`config.mk`:
```
export PLATFORM = sky130hd
export DESIGN_NAME = spi_reg_writer
export DESIGN_NICKNAME = d
export VERILOG_FILES = /design/src/rtl/eq_regmap_pkg.sv /design/src/rtl/spi_reg_writer_sync.sv /design/src/rtl/spi_reg_writer.sv
export SDC_FILE = /design/constraint.sdc
export NUM_CORES = 1
export LEC_CHECK = 0
export BUFFER_PORTS_ARGS = -buffer_cell sky130_fd_sc_hd__buf_2
export CAP_MARGIN = 40
export CORE_ASPECT_RATIO = 2
export CORE_MARGIN = 2
export CORE_UTILIZATION = 25
export DETAILED_ROUTE_END_ITERATION = 10
export PLACE_DENSITY = 0.5
export SYNTH_ARGS = -nofsm -noshare
export SYNTH_HDL_FRONTEND = slang
export SYNTH_SLANG_ARGS = --single-unit
```
`constraint.sdc`:
```
create_clock -name clk -period 2.5 [get_ports clk]
set_clock_uncertainty 0.15 [all_clocks]
set_input_delay 0.375 -clock clk [delete_from_list [all_inputs] [get_ports clk]]
set_output_delay 0.375 -clock clk [all_outputs]
set_load 0.02 [all_outputs]
```
`src/rtl/eq_regmap_pkg.sv`:
```
// Shared constants for the equalizer register map and the SPI register writer.
// Address 0 holds the configuration byte; addresses 1..30 hold ten 24-bit band
// gains, three bytes each, LSB byte first.
// Contents: map constants, command-byte layout, and the writer FSM state type.
package eq_regmap_pkg;

   localparam int unsigned NUM_REGS       = 31;
   localparam int unsigned ADDR_CONFIG    = 0;
   localparam int unsigned GAIN_BASE      = 1;
   localparam int unsigned BYTES_PER_GAIN = 3;
   // Bit of the command byte that selects a write; bits 6:0 carry the address.
   localparam int unsigned CMD_WRITE_BIT  = 7;

   typedef enum logic [1:0] {
      StIdle  = 2'd0,
      StCmd   = 2'd1,
      StData  = 2'd2,
      StDrain = 2'd3
   } wr_state_e;

endpackage

```
`src/rtl/spi_reg_writer_sync.sv`:
```
// spi_sync: multi-flop synchronizer with registered edge detect.
// Ports:
//   clk, rst   system clock, synchronous active-high reset
//   din        asynchronous input
//   level      synchronized level
//   rise/fall  one-clk pulses on a synchronized rising/falling edge
// On reset the chain loads IDLE_VAL so an idle line produces no edge.
module spi_sync #(
   parameter int unsigned SYNC_STAGES = 2,
   parameter logic        IDLE_VAL    = 1'b0
) (
   input  logic clk,
   input  logic rst,
   input  logic din,
   output logic level,
   output logic rise,
   output logic fall
);

   logic [SYNC_STAGES-1:0] sync_q;
   logic                   prev_q;
   logic                   rise_q;
   logic                   fall_q;

   always_ff @(posedge clk) begin
      if (rst) begin
         sync_q <= {SYNC_STAGES{IDLE_VAL}};
         prev_q <= IDLE_VAL;
         rise_q <= 1'b0;
         fall_q <= 1'b0;
      end else begin
         sync_q <= {sync_q[SYNC_STAGES-2:0], din};
         prev_q <= sync_q[SYNC_STAGES-1];
         rise_q <= sync_q[SYNC_STAGES-1] & ~prev_q;
         fall_q <= ~sync_q[SYNC_STAGES-1] & prev_q;
      end
   end

   assign level = sync_q[SYNC_STAGES-1];
   assign rise  = rise_q;
   assign fall  = fall_q;

endmodule

```
`src/rtl/spi_reg_writer.sv`:
```
// spi_reg_writer: SPI mode-0 slave turning host frames into reg_map byte writes.
// Frame: command byte {W, A[6:0]} then data bytes, MSB first, sampled on sclk rise.
// Ports:
//   clk, rst                     system clock, synchronous active-high reset
//   spi_sclk, spi_cs_n, spi_mosi asynchronous SPI inputs
//   reg_we/reg_addr/reg_data     one-clk write strobe with address and byte
//   busy                         frame open (CMD/DATA/DRAIN)
//   frame_err                    one-clk pulse on a protocol error
// Build option: define SPI_AUTOINC_EN for burst writes with address
// auto-increment; otherwise one data byte is written per frame.
module spi_reg_writer
   import eq_regmap_pkg::*;
#(
   parameter int unsigned NUM_REGS    = eq_regmap_pkg::NUM_REGS,
   parameter int unsigned ADDR_WIDTH  = 5,
   parameter int unsigned SYNC_STAGES = 2
) (
   input  logic                  clk,
   input  logic                  rst,
   input  logic                  spi_sclk,
   input  logic                  spi_cs_n,
   input  logic                  spi_mosi,
   output logic                  reg_we,
   output logic [ADDR_WIDTH-1:0] reg_addr,
   output logic [7:0]            reg_data,
   output logic                  busy,
   output logic                  frame_err
);

   logic sclk_lvl, sclk_rise, sclk_fall;
   logic cs_lvl, cs_rise, cs_fall;
   logic [SYNC_STAGES-1:0] mosi_q;
   logic                   mosi_s;

   spi_sync #(.SYNC_STAGES(SYNC_STAGES), .IDLE_VAL(1'b0)) u_sync_sclk (
      .clk   (clk),
      .rst   (rst),
      .din   (spi_sclk),
      .level (sclk_lvl),
      .rise  (sclk_rise),
      .fall  (sclk_fall)
   );

   // cs_n edges are swapped: a rising cs_n line is the frame close.
   spi_sync #(.SYNC_STAGES(SYNC_STAGES), .IDLE_VAL(1'b1)) u_sync_cs (
      .clk   (clk),
      .rst   (rst),
      .din   (spi_cs_n),
      .level (cs_lvl),
      .rise  (cs_rise),
      .fall  (cs_fall)
   );

   wr_state_e              state_q, state_d;
   logic [2:0]             bit_cnt_q, bit_cnt_d;
   logic [7:0]             shift_q, shift_d;
   logic [ADDR_WIDTH-1:0]  cur_addr_q, cur_addr_d;
   logic [ADDR_WIDTH-1:0]  addr_q, addr_d;
   logic [7:0]             data_q, data_d;
   logic                   we_q, we_d;
   logic                   err_q, err_d;
   logic                   ovf_q, ovf_d;
   // armed_q blocks frame entry until cs_n has been seen high after reset,
   // so a frame already open at reset release is never joined mid-way.
   logic                   armed_q, armed_d;
   logic [SYNC_STAGES-1:0] settle_q;

   logic [7:0]  shift_nxt;
   logic        byte_done;
   logic [31:0] cmd_addr;

   assign shift_nxt = {shift_q[6:0], mosi_s};
   assign byte_done = (bit_cnt_q == 3'd7);
   assign cmd_addr  = 32'(shift_nxt[6:0]);
   assign mosi_s    = mosi_q[SYNC_STAGES-1];

`ifdef SPI_AUTOINC_EN
   logic [31:0] next_addr;
   assign next_addr = 32'(cur_addr_q) + 32'd1;
`endif

   logic unused_sig;
   assign unused_sig = ^{sclk_lvl, sclk_fall, shift_q[7]};

   // State register
   always_ff @(posedge clk) begin
      if (rst) begin
         state_q    <= StIdle;
         bit_cnt_q  <= '0;
         shift_q    <= '0;
         cur_addr_q <= '0;
         addr_q     <= '0;
         data_q     <= '0;
         we_q       <= 1'b0;
         err_q      <= 1'b0;
         ovf_q      <= 1'b0;
         armed_q    <= 1'b0;
         settle_q   <= '0;
         mosi_q     <= '0;
      end else begin
         state_q    <= state_d;
         bit_cnt_q  <= bit_cnt_d;
         shift_q    <= shift_d;
         cur_addr_q <= cur_addr_d;
         addr_q     <= addr_d;
         data_q     <= data_d;
         we_q       <= we_d;
         err_q      <= err_d;
         ovf_q      <= ovf_d;
         armed_q    <= armed_d;
         settle_q   <= {settle_q[SYNC_STAGES-2:0], 1'b1};
         mosi_q     <= {mosi_q[SYNC_STAGES-2:0], spi_mosi};
      end
   end

   // Next-state logic
   always_comb begin
      state_d    = state_q;
      bit_cnt_d  = bit_cnt_q;
      shift_d    = shift_q;
      cur_addr_d = cur_addr_q;
      addr_d     = addr_q;
      data_d     = data_q;
      we_d       = 1'b0;
      err_d      = 1'b0;
      ovf_d      = ovf_q;
      // cs level is only trustworthy once real input has filled the chain.
      armed_d    = armed_q | (settle_q[SYNC_STAGES-1] & cs_lvl);

      if (cs_rise) begin
         // Close wins over a coincident sclk rise; a partial byte is an error.
         if (state_q != StIdle && bit_cnt_q != 3'd0) err_d = 1'b1;
         state_d   = StIdle;
         bit_cnt_d = '0;
         ovf_d     = 1'b0;
      end else if (state_q == StIdle) begin
         if (cs_fall && armed_q) begin
            state_d   = StCmd;
            bit_cnt_d = '0;
            ovf_d     = 1'b0;
         end
      end else if (sclk_rise) begin
         bit_cnt_d = bit_cnt_q + 3'd1;
         shift_d   = shift_nxt;
         if (byte_done) begin
            case (state_q)
               StCmd: begin
                  if (shift_nxt[CMD_WRITE_BIT]) begin
                     if (cmd_addr < NUM_REGS) begin
                        state_d    = StData;
                        cur_addr_d = shift_nxt[ADDR_WIDTH-1:0];
                     end else begin
                        state_d = StDrain;
                        err_d   = 1'b1;
                     end
                  end else begin
                     state_d = StDrain;
                  end
               end
               StData: begin
                  we_d   = 1'b1;
                  addr_d = cur_addr_q;
                  data_d = shift_nxt;
`ifdef SPI_AUTOINC_EN
                  // No wrap to address 0: the next full byte is reported instead.
                  if (next_addr == NUM_REGS) begin
                     state_d = StDrain;
                     ovf_d   = 1'b1;
                  end else begin
                     cur_addr_d = cur_addr_q + ADDR_WIDTH'(1);
                  end
`else
                  state_d = StDrain;
`endif
               end
               StDrain: begin
                  if (ovf_q) begin
                     err_d = 1'b1;
                     ovf_d = 1'b0;
                  end
               end
               default: ;
            endcase
         end
      end
   end

   // Outputs
   always_comb begin
      reg_we    = we_q;
      reg_addr  = addr_q;
      reg_data  = data_q;
      frame_err = err_q;
      busy      = (state_q != StIdle);
   end

endmodule

```
## Yosys cells after proc, flatten, opt, wreduce, memory -nomap -nowiden

Cells that the tools add are included.

- Bits in registers: 47
- Output and inout bits: 16
- Word-level logic and storage cells: 82

- $add $sub $neg: 1
- Order comparisons: 1
- Equal/unequal tests: 5
- Mux-type cells: 26
- Bitwise logic cells: 12
- Reductions and logical operators: 17

Operators by type and width:

| operator | count |
|---|---|
| $mux 1 | 17 |
| $mux 3 | 3 |
| $mux 2 | 4 |
| $reduce_and 4->1 | 2 |
| $reduce_bool 2->1 | 4 |
| $lt 7x5->1 const B | 1 |
| $not 1->1 | 7 |
| $reduce_and 7->1 | 1 |
| $reduce_bool 3->1 | 2 |
| $reduce_and 5->1 | 1 |
| $reduce_or 5->1 | 1 |
| $and 1x1->1 | 4 |
| $eq 2x2->1 const B | 2 |
| $pmux 2 s2 | 1 |
| $add 3x1->3 const B | 1 |
| $eq 3x3->1 const B | 1 |
| $reduce_and 3->1 | 1 |
| $eq 2x1->1 const B | 1 |
| $logic_and 1x1->1 | 2 |
| $logic_not 2->1 | 1 |
| $ne 2x1->1 const B | 1 |
| $pmux 1 s2 | 1 |
| $reduce_and 2->1 | 1 |
| $reduce_or 2->1 | 1 |
| $or 1x1->1 | 1 |

## Longest topological paths before layout

- Word-level depth: 8
- Depth in mapped cells: 7
- Mapped depth without buffers: 6

## Hierarchy

Synthesis repeated with hierarchy kept, for this count alone.

- Cells, all modules: 191
- Area total of the unflattened synthesis: 1757.9 um^2

Modules (own cells, without submodules):

| module | times used | cells each | area an instance (um^2) | seq. area each (um^2) |
|---|---|---|---|---|
| spi_reg_writer | 1 | 171 | 1490.2 | 740.7 |
| spi_sync | 2 | 10 | 133.9 | 100.1 |

## Least setup slack after synthesis

No wires, ideal clock.

- Path type: flip-flop to flip-flop
- Start: register bit_cnt_q[0]
- End: register data_q[3] (netlist: reg_data[3])
- Setup time: 128 ps
- Data arrival time: 1553 ps
- Setup slack: 669 ps
- Stages on the path, launching flop included: 8
- Path buffers: 1
- Clock period less this slack: 1831 ps
- Cells stage by stage: dfxtp_1 -> ha_1 -> ha_1 -> nand2_1 -> nor3_2 -> buf_4 -> mux2i_1 -> nor2_1

- Longest elaborated chain between the ends: 2

Ends and longest elaborated chain:

| what | line | RTL |
|---|---|---|
| start, declared | spi_reg_writer.sv:55 | `logic [2:0] bit_cnt_q, bit_cnt_d;` |
| start signal, assigned | spi_reg_writer.sv:102 | `bit_cnt_q <= bit_cnt_d;` |
| $eq 3x3->1 | spi_reg_writer.sv:73 | `assign byte_done = (bit_cnt_q == 3'd7);` |
| $reduce_and 5->1 (no line) | - |  |
| end signal, assigned | spi_reg_writer.sv:106 | `data_q <= data_d;` |
| end, declared | spi_reg_writer.sv:59 | `logic [7:0] data_q, data_d;` |

No other way between the ends.
A chain may end at the register's enable or synchronous reset.

## Final worst setup path

- Start: register bit_cnt_q[0]
- End: register addr_q[0] (netlist: reg_addr[0])

- Longest elaborated chain between the ends: 2

Ends and longest elaborated chain:

| what | line | RTL |
|---|---|---|
| $eq 3x3->1 | spi_reg_writer.sv:73 |  |
| $reduce_and 5->1 (no line) | - |  |
| end signal, assigned | spi_reg_writer.sv:105 | `addr_q <= addr_d;` |
| end, declared | spi_reg_writer.sv:58 | `logic [ADDR_WIDTH-1:0] addr_q, addr_d;` |

No other way between the ends.

==> impl_summary.md <==
Floorplanning
The height of the chip is 119 um. The region available for standard cell placement spans 6520 sq um. In this run the horizontal extent of the chip is 61.5 um.

The initial core utilization is 25.4%. For this design the top-level I/O count stands at 21. The number of placement rows is 42.

The die area is 7320 sq um.

GRT
The maximum number of pins on one net before global-route repair is 19. The wire length of the first global-routing pass is 5.33 mm. The number of global-route vias before repair was 1118. The overflow left after global routing is 0.

The number of antenna violations at the first check in global routing is 0. The all-layer global routing usage is 9.49%.

Logic synthesis
Synthesis produced a netlist whose cell count is 168. Of the total synthesized cell area, the portion taken by full adders, half adders and majority gates is 2.27%. The post-synthesis instance area is 1650 sq um. Summing the areas of all compound-gate instances in the mapped netlist gives 9.92% of the synthesized area. The synthesized netlist devotes 17.9% of its cell area to simple gates. By area, the combinational part of the netlist is dominated by simple AND/OR/NAND/NOR gates. The share of synthesized area spent on multiplexers is 10.9%. In this run the mean area of a mapped cell was 9.84 sq um. The number of unique standard cell types used by synthesis is 27. The post-synthesis share of cell area spent on xor and xnor gates is 0%. The net count after synthesis is 176. The fraction of the yosys area taken by sequential cells is 55.7%.

The total number of yosys warnings is 0. Synthesis inferred 46 register bits.

Pwr
The static leakage power is 0.796 nW. Across the VDD grid, the largest voltage drop is 386 uV. Overall power consumption after layout is estimated at 0.00151 W. For this design the ratio of total power to cell area is 751 nW/um^2.

Detailed routing
The highest metal layer carrying signal wires in the routed design is met4. The detailed-route wire length per cell is 10.8 um. The first routing iteration left 37 violations. The remaining antenna violation count is 0.

Across all layers, the routed design uses 1159 vias. The post-detailed-route via-to-cell ratio is 4.15. After detailed routing, the number of remaining DRC violations is 0. The met2 wirelength from detailed routing is 1.32 mm. The overall routed net length is 3.01 mm. Detailed routing placed a total of 152 um of wire on met3. The total iterations of the first detailed-routing run is 4.

The total routed wire length on the met1 layer is 1.48 mm.

Job
The tool flagged a number of max-cap violations equal to 0.

Setup path
For the worst setup path, the data required time is 2.52 ns. Setup slack on the worst reg-to-reg path comes out at 0.67 ns. The timing startpoint of the critical path is bit_cnt_q[0]$_SDFFE_PP0P_.

The kind of end point of the critical path is a register. Traced cell by cell, the critical path runs through ha_1 > ha_1 > nand2_1 > nor3_2 > buf_4 > mux2i_1 > nor2_1. Counting stages on the worst path, the most repeated cell is ha_1. The cell class contributing the biggest share of worst-path delay is adder cells. The startpoint identified for the worst register-to-register timing path is bit_cnt_q[0]$_SDFFE_PP0P_.

STA classifies the critical path startpoint as a register. The number of buffers and inverters on the critical path is 1. The maximum fanout along the worst path is 13. The worst setup path is of the register to register kind. The slowest library cell on the worst path is dfxtp_1. Data arrives at the worst endpoint at 1.84 ns.

The highest cell delay on the worst timing path is 0.37 ns.

Min path
The origin of the worst min-delay path is spi_cs_n. The class of the tightest hold or removal check is primary input to register.

Outcome
The run finished with clean final reports.

Clocking
The clock passes through at most 2 buffers. After clock tree synthesis, the repair step resized 0 gates. The clock sink count is 46.

The clock buffer count from CTS is 5. The clock transition at the register clock pins on the worst setup and hold paths after CTS is 0.06 ns. The post-cts hold buffer count is 0. The number of H-tree levels is 2. The clock insertion delay at the later pin of the skew report is 0.28 ns.

TritonCTS built the clock tree. The post-CTS setup-driven buffer insertion count is 0. The tree is rooted in a clkbuf_16.

Finish
After the last flow step, the layout net total stands at 198. In the final layout, the share of cells above drive strength 1 is 18.8%. The post-layout instance count excluding filler cells is 279. The total non-filler cell area in the finished layout is 2010 sq um. From synthesis to final layout, the design area changed by 21.8%.

The antenna diode count is 0. The count of filler cells inserted in the layout is 722.

Timing
The clock period minus worst slack is 1.83 ns. Of the available clock period, the critical path in the final layout requires 73.1%. The worst-case setup margin in the final layout is 0.674 ns.

Setup violations remaining at the end of the flow were counted as 0. Setup repair after global routing left no endpoint under its margin. The count of pins over their slew limit is 0. The maximum clock rate is 548 MHz.

Adding up every negative setup slack in the final design gives 0 ns. The worst pin sits at a relative slew slack of 58.9%. The hold violation count in the final report came to 0. The transition time at the pin with the least slew margin is 0.612 ns.

Placed design
In this run, placement finished with an instance count of 271. The worst slack after detailed placement is 0.670 ns. The weighted congestion reported at the end of routability-driven placement is 0.713. The placed standard-cell area is 1850 sq um. Summed over all nets, the half-perimeter wirelength after detailed placement is 2.11 mm.

The count of input and output buffers is 20.
-- through the flow --
step,utilization (%),hold WS [ns]
floorplan,-,0.217
global placement,28.3,0.223
detailed placement,28.3,0.228
CTS,30.9,0.123
global route,30.9,0.115
finish,30.9,0.123
-- cells in the final DEF (no fill, tap or decap), types with 3 or more instances in the layout --
master / synthesis / routed
o21ai_0: 7 / 7
nor2b_1: 8 / 8
ha_1: 3 / 3
dfxtp_1: 46 / 46
or2_2: 4 / 4
buf_2: 1 / 20
nor2_1: 22 / 22
clkbuf_16: 0 / 5
inv_1: 6 / 6
mux2i_1: 18 / 18
nand2_1: 18 / 18
a21oi_1: 11 / 11
-- synth_stat cells, drive strengths merged --
master    n  share of area, %
nor4      1              0.38
a41o      1              0.61
a31oi     2              0.76
and3      2              0.76
inv       6               1.4
nand2b    2              0.76
nor3b     1               1.1
a21oi    11               3.3
mux2i    18                11
a22oi     2              0.91
nand2    18               4.1
dfxtp    46                56
nor2     22               5.0
a2111oi   1              0.53
nor2b     8               3.0
nand4     1              0.38
a311oi    1              0.91
nor3      2              0.91
o21a      1              0.45
ha        3               2.3
o21ai     8               2.4
clkbuf    5               1.1
or2       4               1.5
buf       2              0.76
-- cells by family (layout without fill, tap and decap cells) --
kind of cell / after synthesis / count (layout)
flops: 46 / 46
simple gates: 61 / 61
compound gates: 27 / 27
mux: 18 / 18
fa+ha+maj: 3 / 3
buf+inv: 13 / 36
-- metal layers --
layer,global-route usage [%],vias to the layer above
li1,-,610
met1,12.7,520
met2,13.6,24
met3,3.04,5
met4,4.39,0
met5,0,-
-- state kept, by name, summed over array words and instances (netlist names), 3 cells and up --
register	flops
reg_addr	5
cur_addr_q	5
bit_cnt_q	3
reg_data	8
shift_q	7
-- worst paths after layout --
check,cells after the start,endpoint
max,7,reg_addr[0]$_SDFFE_PP0P_
max reg2reg,7,reg_addr[0]$_SDFFE_PP0P_
min,2,u_sync_cs.sync_q[0]$_SDFF_PP1_
min reg2reg,1,u_sync_sclk.rise$_SDFF_PP0_
-- final cells by class --
class	count	area, sq um	share of cell area (%)
clock buffers	6	129	6.40
clock inverters	2	37.5	1.86
inverters	6	22.5	1.12
multi-input cells	109	678	33.7
flip-flops and latches	46	921	45.7
well taps	88	110	5.47
repair buffers	22	115	5.72
-- power breakdown --
part	internal [W]	switching, W	total [W]
logic	0.00000920	0.0000162	0.0000254
clock network	0.000472	0.000267	0.000738
registers	0.000742	0.00000546	0.000748
total	0.00122	0.000288	0.00151
(Power assumes the default switching activity.)
